### config.mk
export PLATFORM = sky130hd
export DESIGN_NAME = turn_sequencer
export DESIGN_NICKNAME = d
export VERILOG_FILES = /design/src/rtl/turn_sequencer.sv
export SDC_FILE = /design/constraint.sdc
export NUM_CORES = 1
export LEC_CHECK = 0
export CORE_ASPECT_RATIO = 1.2
export CORE_MARGIN = 5
export CORE_UTILIZATION = 50
export DETAILED_ROUTE_END_ITERATION = 8
export PLACE_DENSITY = 0.75
export SLEW_MARGIN = 25
export SYNTH_ARGS = -nofsm -noshare
export SYNTH_HDL_FRONTEND = slang
export SYNTH_SLANG_ARGS = --single-unit
### constraint.sdc
create_clock -name clk -period 5.1 [get_ports clk]
set_clock_uncertainty 0.1 [all_clocks]
set_input_delay 1.02 -clock clk [delete_from_list [all_inputs] [get_ports clk]]
set_output_delay 1.02 -clock clk [all_outputs]
set_load 0.005 [all_outputs]
### src/rtl/turn_sequencer.sv
// Two-player turn sequencer: accepts die rolls, advances the active player's tile,
// issues a move to the movement controller, and hands over the turn once it completes.
module turn_sequencer #(
  parameter int START_X        = 20,
  parameter int TILE_SPACING   = 60,
  parameter int FLAG_TILE      = 10,
  parameter int TIMEOUT_CYCLES = 2**22
) (
  input  logic       clk,
  input  logic       rst,
  input  logic       roll_valid,
  input  logic [2:0] roll_value,
  output logic       roll_ready,
  input  logic       new_game,
  input  logic       player1_turn_done,
  input  logic       player2_turn_done,
  output logic [9:0] player1_target_x,
  output logic       player1_move_start,
  output logic [9:0] player2_target_x,
  output logic       player2_move_start,
  output logic       active_player,
  output logic [3:0] player1_tile,
  output logic [3:0] player2_tile,
  output logic       game_over,
  output logic       winner,
  output logic       bad_roll,
  output logic       timeout_err
);

  localparam int            CW      = (TIMEOUT_CYCLES > 2) ? $clog2(TIMEOUT_CYCLES) : 1;
  localparam logic [3:0]    FLAG    = 4'(FLAG_TILE);
  localparam logic [9:0]    X0      = 10'(START_X);
  localparam logic [9:0]    STEP    = 10'(TILE_SPACING);
  localparam logic [CW-1:0] WD_LAST = CW'(TIMEOUT_CYCLES - 1);

  typedef enum logic [2:0] {
    WAIT_ROLL,
    ISSUE,
    WAIT_DONE,
    COMMIT,
    GAME_OVER
  } state_t;

  state_t        state, state_next;
  logic [3:0]    pend_tile;
  logic [CW-1:0] wd_cnt;

  logic [3:0] tile_act;
  logic [4:0] sum;
  logic [3:0] pend_calc;
  logic [9:0] target_calc;
  logic       accept;
  logic       bad;
  logic       done_act;
  logic       wd_expire;

  assign roll_ready = (state == WAIT_ROLL);

  always_comb begin
    tile_act    = active_player ? player2_tile : player1_tile;
    sum         = {1'b0, tile_act} + {2'b00, roll_value};
    pend_calc   = (sum >= 5'(FLAG_TILE)) ? FLAG : sum[3:0];
    target_calc = X0 + 10'(pend_calc) * STEP;
    done_act    = active_player ? player2_turn_done : player1_turn_done;
    wd_expire   = (wd_cnt == WD_LAST);
    accept      = 1'b0;
    bad         = 1'b0;
    state_next  = state;
    case (state)
      WAIT_ROLL: begin
        if (roll_valid) begin
          if (roll_value != 3'd0 && roll_value != 3'd7) begin
            accept     = 1'b1;
            state_next = ISSUE;
          end else begin
            bad = 1'b1;
          end
        end
      end
      ISSUE:     state_next = WAIT_DONE;
      WAIT_DONE: if (done_act || wd_expire) state_next = COMMIT;
      COMMIT:    state_next = (pend_tile == FLAG) ? GAME_OVER : WAIT_ROLL;
      GAME_OVER: if (new_game) state_next = WAIT_ROLL;
      default:   state_next = WAIT_ROLL;
    endcase
  end

  always_ff @(posedge clk) begin
    if (rst) state <= WAIT_ROLL;
    else     state <= state_next;
  end

  // Target is loaded on the accept edge so it is already stable when move_start rises.
  always_ff @(posedge clk) begin
    if (rst) begin
      pend_tile          <= '0;
      wd_cnt             <= '0;
      player1_target_x   <= X0;
      player2_target_x   <= X0;
      player1_move_start <= 1'b0;
      player2_move_start <= 1'b0;
      active_player      <= 1'b0;
      player1_tile       <= '0;
      player2_tile       <= '0;
      game_over          <= 1'b0;
      winner             <= 1'b0;
      bad_roll           <= 1'b0;
      timeout_err        <= 1'b0;
    end else begin
      player1_move_start <= 1'b0;
      player2_move_start <= 1'b0;
      bad_roll           <= bad;
      timeout_err        <= 1'b0;
      case (state)
        WAIT_ROLL: begin
          if (accept) begin
            pend_tile <= pend_calc;
            if (active_player) player2_target_x <= target_calc;
            else               player1_target_x <= target_calc;
          end
        end
        ISSUE: begin
          wd_cnt <= '0;
          if (active_player) player2_move_start <= 1'b1;
          else               player1_move_start <= 1'b1;
        end
        WAIT_DONE: begin
          wd_cnt <= wd_cnt + CW'(1);
          if (!done_act && wd_expire) timeout_err <= 1'b1;
        end
        COMMIT: begin
          if (active_player) player2_tile <= pend_tile;
          else               player1_tile <= pend_tile;
          if (pend_tile == FLAG) begin
            game_over <= 1'b1;
            winner    <= active_player;
          end else begin
            active_player <= ~active_player;
          end
        end
        GAME_OVER: begin
          if (new_game) begin
            player1_tile     <= '0;
            player2_tile     <= '0;
            player1_target_x <= X0;
            player2_target_x <= X0;
            active_player    <= 1'b0;
            game_over        <= 1'b0;
            winner           <= 1'b0;
          end
        end
        default: ;
      endcase
    end
  end

endmodule

# ---- Word-level counts from Yosys, hierarchy flattened
# Index checks and enable logic that the tools add are counted.
dict set report totals {
  regBits 64
  inputBits 9
  output_inout_bits 36
  wordCells 98
}
dict set report classes {
  n_addsub 3
  multipliers 1
  order_cmp 1
  eq_ne 18
  mux 36
  bitwise_logic 5
  n_reduce_logical 20
}
# operator n
set ops {}
lappend ops {{10-bit 2-to-1 mux} 5}
lappend ops {{22-bit one-hot mux with 2 select lines} 1}
lappend ops {{10-bit one-hot mux with 2 select lines} 2}
lappend ops {{22-bit by 1-bit adder with 22-bit output (second input constant)} 1}
lappend ops {{22-bit == test (second input constant)} 1}
lappend ops {{4-bit 2-to-1 mux} 5}
lappend ops {{2-bit != test (second input constant)} 8}
lappend ops {{4-bit one-hot mux with 2 select lines} 2}
lappend ops {{3-bit 2-to-1 mux} 5}
lappend ops {{3-bit one-hot mux with 5 select lines} 1}
lappend ops {{1-bit 2-to-1 mux} 12}
lappend ops {{3-bit AND reduction} 4}
lappend ops {{4-bit AND reduction} 3}
lappend ops {{5-bit by 10-bit adder with 10-bit output (first input constant)} 1}
lappend ops {{4-bit by 4-bit multiplier with 8-bit output (second input constant)} 1}
lappend ops {{3-bit by 2-bit == test with 1-bit output (second input constant)} 2}
lappend ops {{2-bit by 1-bit != test with 1-bit output (second input constant)} 3}
lappend ops {{1-bit one-hot mux with 2 select lines} 3}
lappend ops {{2-bit nonzero test} 3}
lappend ops {{4-bit by 3-bit adder with 5-bit output} 1}
lappend ops {{5-bit by 4-bit greater-or-equal comparator with 1-bit output (second input constant)} 1}
lappend ops {{1-bit inverter} 5}
lappend ops {{4-bit == test (second input constant)} 1}
lappend ops {{2-bit OR reduction} 2}
lappend ops {{10 further kinds} 11}

# ---- Logic depth before layout (Yosys ltp)
dict set report depth {
  ltp_word 9
  ltp_mapped 19
  depth_no_buf 18
}

# ---- Worst setup path after synthesis
# No wires, ideal clock.
dict set report synth_timing {
  path_kind {register to register}
  start {register active_player}
  end {register player1_target_x[9]}
  setup_ps 62
  arrival_time_ps 5229
  t_required_ps 4938
  slack_ps -292
  stages_incl_launch_ff 20
  n_path_buf 1
  synth_period_minus_slack_ps 5392
  cell_sequence {dfxtp_1 > clkbuf_1 > mux2_2 > ha_1 > fa_1 > xnor2_1 > a2111oi_2 > or4_1 > nor2_1 > nor2_1 > ha_1 > fa_1 > inv_1 > fa_1 > nand2b_1 > a21oi_1 > xnor2_1 > nand4b_1 > or4_1 > nand3_1}
}
dict set report synth_via {
  elab_chain_cells 9
  word_cells_on_any_way 11
  classes_between {add/sub (2); mul (1); order compare (1); eq/ne (1); mux (5); reduce/logical (1)}
}
# element line
set synth_rtl {}
lappend synth_rtl {{from (decl)} 21} ;# output logic active_player,
lappend synth_rtl {{from (signal assigned)} 138} ;# active_player <= ~active_player;
lappend synth_rtl {{4-bit 2-to-1 mux} 60} ;# tile_act = active_player ? player2_tile : player1_tile;
lappend synth_rtl {{4-bit by 3-bit adder with 5-bit output} 61} ;# sum = {1'b0, tile_act} + {2'b00, roll_value};
lappend synth_rtl {{5-bit by 4-bit greater-or-equal comparator with 1-bit output} 62} ;# pend_calc = (sum >= 5'(FLAG_TILE)) ? FLAG : sum[3:0];
lappend synth_rtl {{4-bit 2-to-1 mux} 62}
lappend synth_rtl {{4-bit by 4-bit multiplier with 8-bit output} 63} ;# target_calc = X0 + 10'(pend_calc) * STEP;
lappend synth_rtl {{5-bit by 10-bit adder with 10-bit output} 63}
lappend synth_rtl {{10-bit 2-to-1 mux} 118} ;# if (active_player) player2_target_x <= target_calc;
lappend synth_rtl {{10-bit 2-to-1 mux} 116} ;# if (accept) begin
lappend synth_rtl {{10-bit one-hot mux with 2 select lines} 114} ;# case (state)
lappend synth_rtl {{to (signal assigned)} 119} ;# else player1_target_x <= target_calc;
lappend synth_rtl {{to (decl)} 17} ;# output logic [9:0] player1_target_x,
# Several ways; a longest one is shown, not always the timed one. The select of a mux whose other input is x is not followed.
# A chain may end at the register's enable or synchronous reset.

# ---- Final worst setup path
dict set report layout_timing {
  start {input roll_value[0]}
  end {register player2_target_x[9]}
}
dict set report layout_via {
  elab_chain_cells 8
  word_cells_on_any_way 16
  classes_between {add/sub (2); mul (1); order compare (1); eq/ne (2); mux (7); reduce/logical (3)}
}
# element line
set layout_rtl {}
lappend layout_rtl {{from (decl)} 12} ;# input logic [2:0] roll_value,
lappend layout_rtl {{4-bit by 3-bit adder with 5-bit output} 61}
lappend layout_rtl {{5-bit by 4-bit greater-or-equal comparator with 1-bit output} 62}
lappend layout_rtl {{4-bit 2-to-1 mux} 62}
lappend layout_rtl {{4-bit by 4-bit multiplier with 8-bit output} 63}
lappend layout_rtl {{5-bit by 10-bit adder with 10-bit output} 63}
lappend layout_rtl {{10-bit 2-to-1 mux} 118}
lappend layout_rtl {{10-bit 2-to-1 mux} 116}
lappend layout_rtl {{10-bit one-hot mux with 2 select lines} 114}
lappend layout_rtl {{to (signal assigned)} 118}
lappend layout_rtl {{to (decl)} 19} ;# output logic [9:0] player2_target_x,
# Several ways; a longest one is shown, not always the timed one. The select of a mux whose other input is x is not followed.

==> results.py <==
metrics = {
    "worst_setup_path": {
        "reg2reg_depth": 18,
        "end_kind": "flop",
        "crit_arrival_ns": 5.10,
        "cpPeakStageDelay_ns": 0.56,
        "cp_max_fo": 3,
        "path_depth": 18,
        "worst_r2r_endpoint": "player2_target_x[9]$_SDFFE_PP0P_",
        "critPathBufInv": 2,
        "r2r_start": "active_player$_SDFFE_PP0P_",
        "cp-startpoint": "roll_value[0]",
        "path_delay_family": "adder cells",
        "worstSetupEndpoint": "player2_target_x[9]$_SDFFE_PP0P_",
        "critPathRequiredTime_ns": 5.27,
        "cp-start-kind": "input port",
        "timing_worst_setup_path_type": "in2reg",
        "reg2reg_slack_ns": 0.22,
        "cp_slowest_cell": "or4_4",
        "crit_chain": "clkbuf_2 > ha_4 > fa_2 > xnor2_4 > a2111oi_4 > or4_4 > nor2_2 > nor2_1 > ha_1 > fa_1 > inv_2 > fa_2 > nand2b_4 > a21oi_2 > xnor2_1 > nand4b_1 > or4_4 > nand3_1",
    },
    "layout": {
        "nets": 502,
        "fin_area_um2": 4430,
        "drive_gt1_frac": 0.199,
        "final_common_cell": "dfxtp_1",
        "fill_cells": 585,
        "antenna_cells": 0,
        "multi_input_area_um2": 2210,
        "syn2layout_area_growth_pct": 28.9,
        "final_core_util": 0.655,
        "mostFrequentLayoutCells": "dfxtp_1 (60), nor2_1 (50), buf_4 (37)",
        "finalNonFillerCells": 564,
        "regArea_um2": 1200,
    },
    "place": {
        "portBuffers": 40,
        "dp_cells": 545,
        "dpl_cell_area_um2": 4180,
        "place.gp.congestion": 0.870,
        "place_hpwl_mm": 5.83,
    },
    "timing": {
        "relSlewSlack": 0.441,
        "fin_crit_sh": 0.967,
        "setup_viol": 0,
        "worst_pin_slew_ns": 0.836,
        "max_freq_mhz": 203,
        "fin_crit_ns": 4.93,
        "maxSlewViolCount": 0,
        "hold_slack_ns": 0.370,
        "hold_violations": 0,
    },
    "run_status": {
        "status": "completed",
    },
    "clocking": {
        "h-tree-depth": 3,
        "clk_pin_slew_ns": 0.06,
        "cts_sinks": 60,
        "cts.path.max_buffers": 2,
        "cts_buffers": 9,
        "cts_tree": "yes",
        "root_buffer": "clkbuf_8",
        "hold_buffers": 0,
        "clock_latency_ns": 0.33,
    },
    "routing": {
        "dr.pass1.iters": 4,
        "wl_mm": 7.81,
        "vias_per_cell": 5.49,
        "drc_errors": 0,
        "antenna_left": 0,
        "wl_per_cell_um": 13.9,
        "drt_iter0_markers": 163,
        "vias": 3095,
    },
    "hold_path": {
        "holdCritPathClass": "reg2reg",
        "hp-start": "player1_target_x[8]$_SDFFE_PP0P_",
    },
    "logic_synthesis": {
        "ys.flop_type": "dfxtp_1",
        "yosysSeqAreaShare": 0.349,
        "synthCells": 406,
        "synth_area_per_cell_um2": 8.47,
        "synth-edff-count": 0,
        "yosys.cell_types.count": 61,
        "synth.ff_latch_count": 60,
        "syn-cell-area_um2": 3440,
        "synthArstFlopShare": 0,
        "yosysWarnings": 0,
    },
    "grt": {
        "grt_pass1_wl_mm": 13.5,
        "grt_pass1_vias": 2991,
        "antenna_found_initial": 0,
        "grt_max_degree": 72,
        "grtUsageTotal": 0.192,
        "overflow": 0,
    },
    "die": {
        "row_count": 33,
        "start_util": 0.508,
        "die-height_um": 101,
        "core_um2": 6770,
        "die_area_um2": 8640,
        "die_x_um": 85.7,
        "io-pin-count": 45,
    },
    "run": {
        "max_cap_viol_count": 0,
    },
    "pwr": {
        "ir_worst_vdd_uv": 142,
        "power_mw": 1.15,
        "power-per-cell-area_nw_per_um2": 258,
        "leakage_nw": 1.70,
    },
}
how the worst min path moves through the flow:
stage	end	slack, ns	cells after the start
after floorplan	wd_cnt[11]$_SDFFE_PP0N_	0.35	1
after global placement	player1_target_x[8]$_SDFFE_PP0P_	0.36	2
after detailed placement	player1_target_x[8]$_SDFFE_PP0P_	0.37	2
after CTS	player1_target_x[8]$_SDFFE_PP0P_	0.37	2
after global routing	player1_target_x[8]$_SDFFE_PP0P_	0.40	2
final	player1_target_x[8]$_SDFFE_PP0P_	0.37	2
per-layer routing:
| metal | up-vias | wire length, µm | global-route usage |
|---|---|---|---|
| met2 | 69 | 4030 | 0.325 |
| met3 | 17 | 292 | 0.0425 |
| met1 | 1421 | 3290 | 0.228 |
| met5 | - | 0 | 0 |
| met4 | 0 | 195 | 0.0938 |
| li1 | 1588 | - | - |
per-stage QoR:
| step | setup TNS (ns) | setup WS (ns) |
|---|---|---|
| 3_3_place_gp | -2.86 | -0.533 |
| 4_1_cts | 0 | 0.0278 |
| 3_5_place_dp | -3.35 | -0.631 |
| 2_1_floorplan | -0.0321 | -0.0321 |
| 6_report | 0 | 0.170 |
| 5_1_grt | -0.0526 | -0.0337 |
timing repair:
item | 4_1_cts | 5_1_grt
pin swaps | 4 | 9
gates resized for setup | 4 | 11
setup buffers | 2 | 3
gates cloned | 0 | 0
endpoints found under the setup margin | 6 | 4
flip-flops by register name, indices dropped and copies added, names as in the netlist:
signal,cells
player2_move_start,1
pend_tile,4
player1_tile,4
state,3
player2_target_x,8
bad_roll,1
player1_move_start,1
player2_tile,4
wd_cnt,22
winner,1
timeout_err,1
active_player,1
game_over,1
player1_target_x,8
cell type report:
class | count | area share
Clock buffer | 12 | 0.0350
Clock inverter | 2 | 0.00790
Inverter | 15 | 0.0127
Multi-Input combinational cell | 312 | 0.499
Sequential cell | 60 | 0.271
Tap cell | 87 | 0.0246
Timing Repair Buffer | 76 | 0.150
cells in the mapped netlist (all sizes together), types with 3 or more instances:
library cell  instances  share of area
a211oi                3         0.0065
or3                  10          0.020
fa                    5          0.029
o211ai                7          0.015
nand3                22          0.035
nand2                22          0.025
nor2                 53          0.058
nand2b                8          0.015
a31oi                 3         0.0055
or4                   5          0.012
ha                   14          0.051
mux2i                12          0.035
nor2b                 6          0.011
clkbuf               16          0.017
inv                  15          0.016
xnor2                 7          0.018
nand4b                3         0.0076
or2                   5         0.0091
dfxtp                60           0.35
nand4                 5          0.013
mux2                 10          0.033
and3                  4         0.0073
buf                   6          0.011
nor3                 12          0.017
nand3b                3         0.0065
o21ai                15          0.022
nor4                  5          0.011
a21oi                32          0.047
o31ai                 4          0.013
and2                  3         0.0055
power breakdown:
group	internal, mW	leakage [nW]	switching, mW
sequential	0.482	0.485	0.0116
combinational	0.118	1.12	0.119
clock	0.246	0.0983	0.169
total	0.847	1.70	0.299
cell families after synthesis:
group	share of synthesized area
flip-flops	0.349
XOR/XNOR	0.0229
multiplexers	0.0677
other	0.00109
AND/OR/NAND/NOR	0.284
buffers and inverters	0.0451
AO/OA/AOI/OAI	0.150
adder cells (fa/ha/maj)	0.0801
worst register-to-register path, stage by stage, from the launching register on:
cell	delay, ns
dfxtp_1	0.37
buf_4	0.19
mux2_2	0.38
fa_2	0.43
xnor2_4	0.20
a2111oi_4	0.07
or4_4	0.56
nor2_2	0.09
nor2_1	0.05
ha_1	0.33
fa_1	0.56
inv_2	0.05
fa_2	0.34
nand2b_4	0.15
a21oi_2	0.14
xnor2_1	0.09
nand4b_1	0.22
or4_4	0.44
nand3_1	0.08
Note: power is estimated with default switching activity, not from simulation.
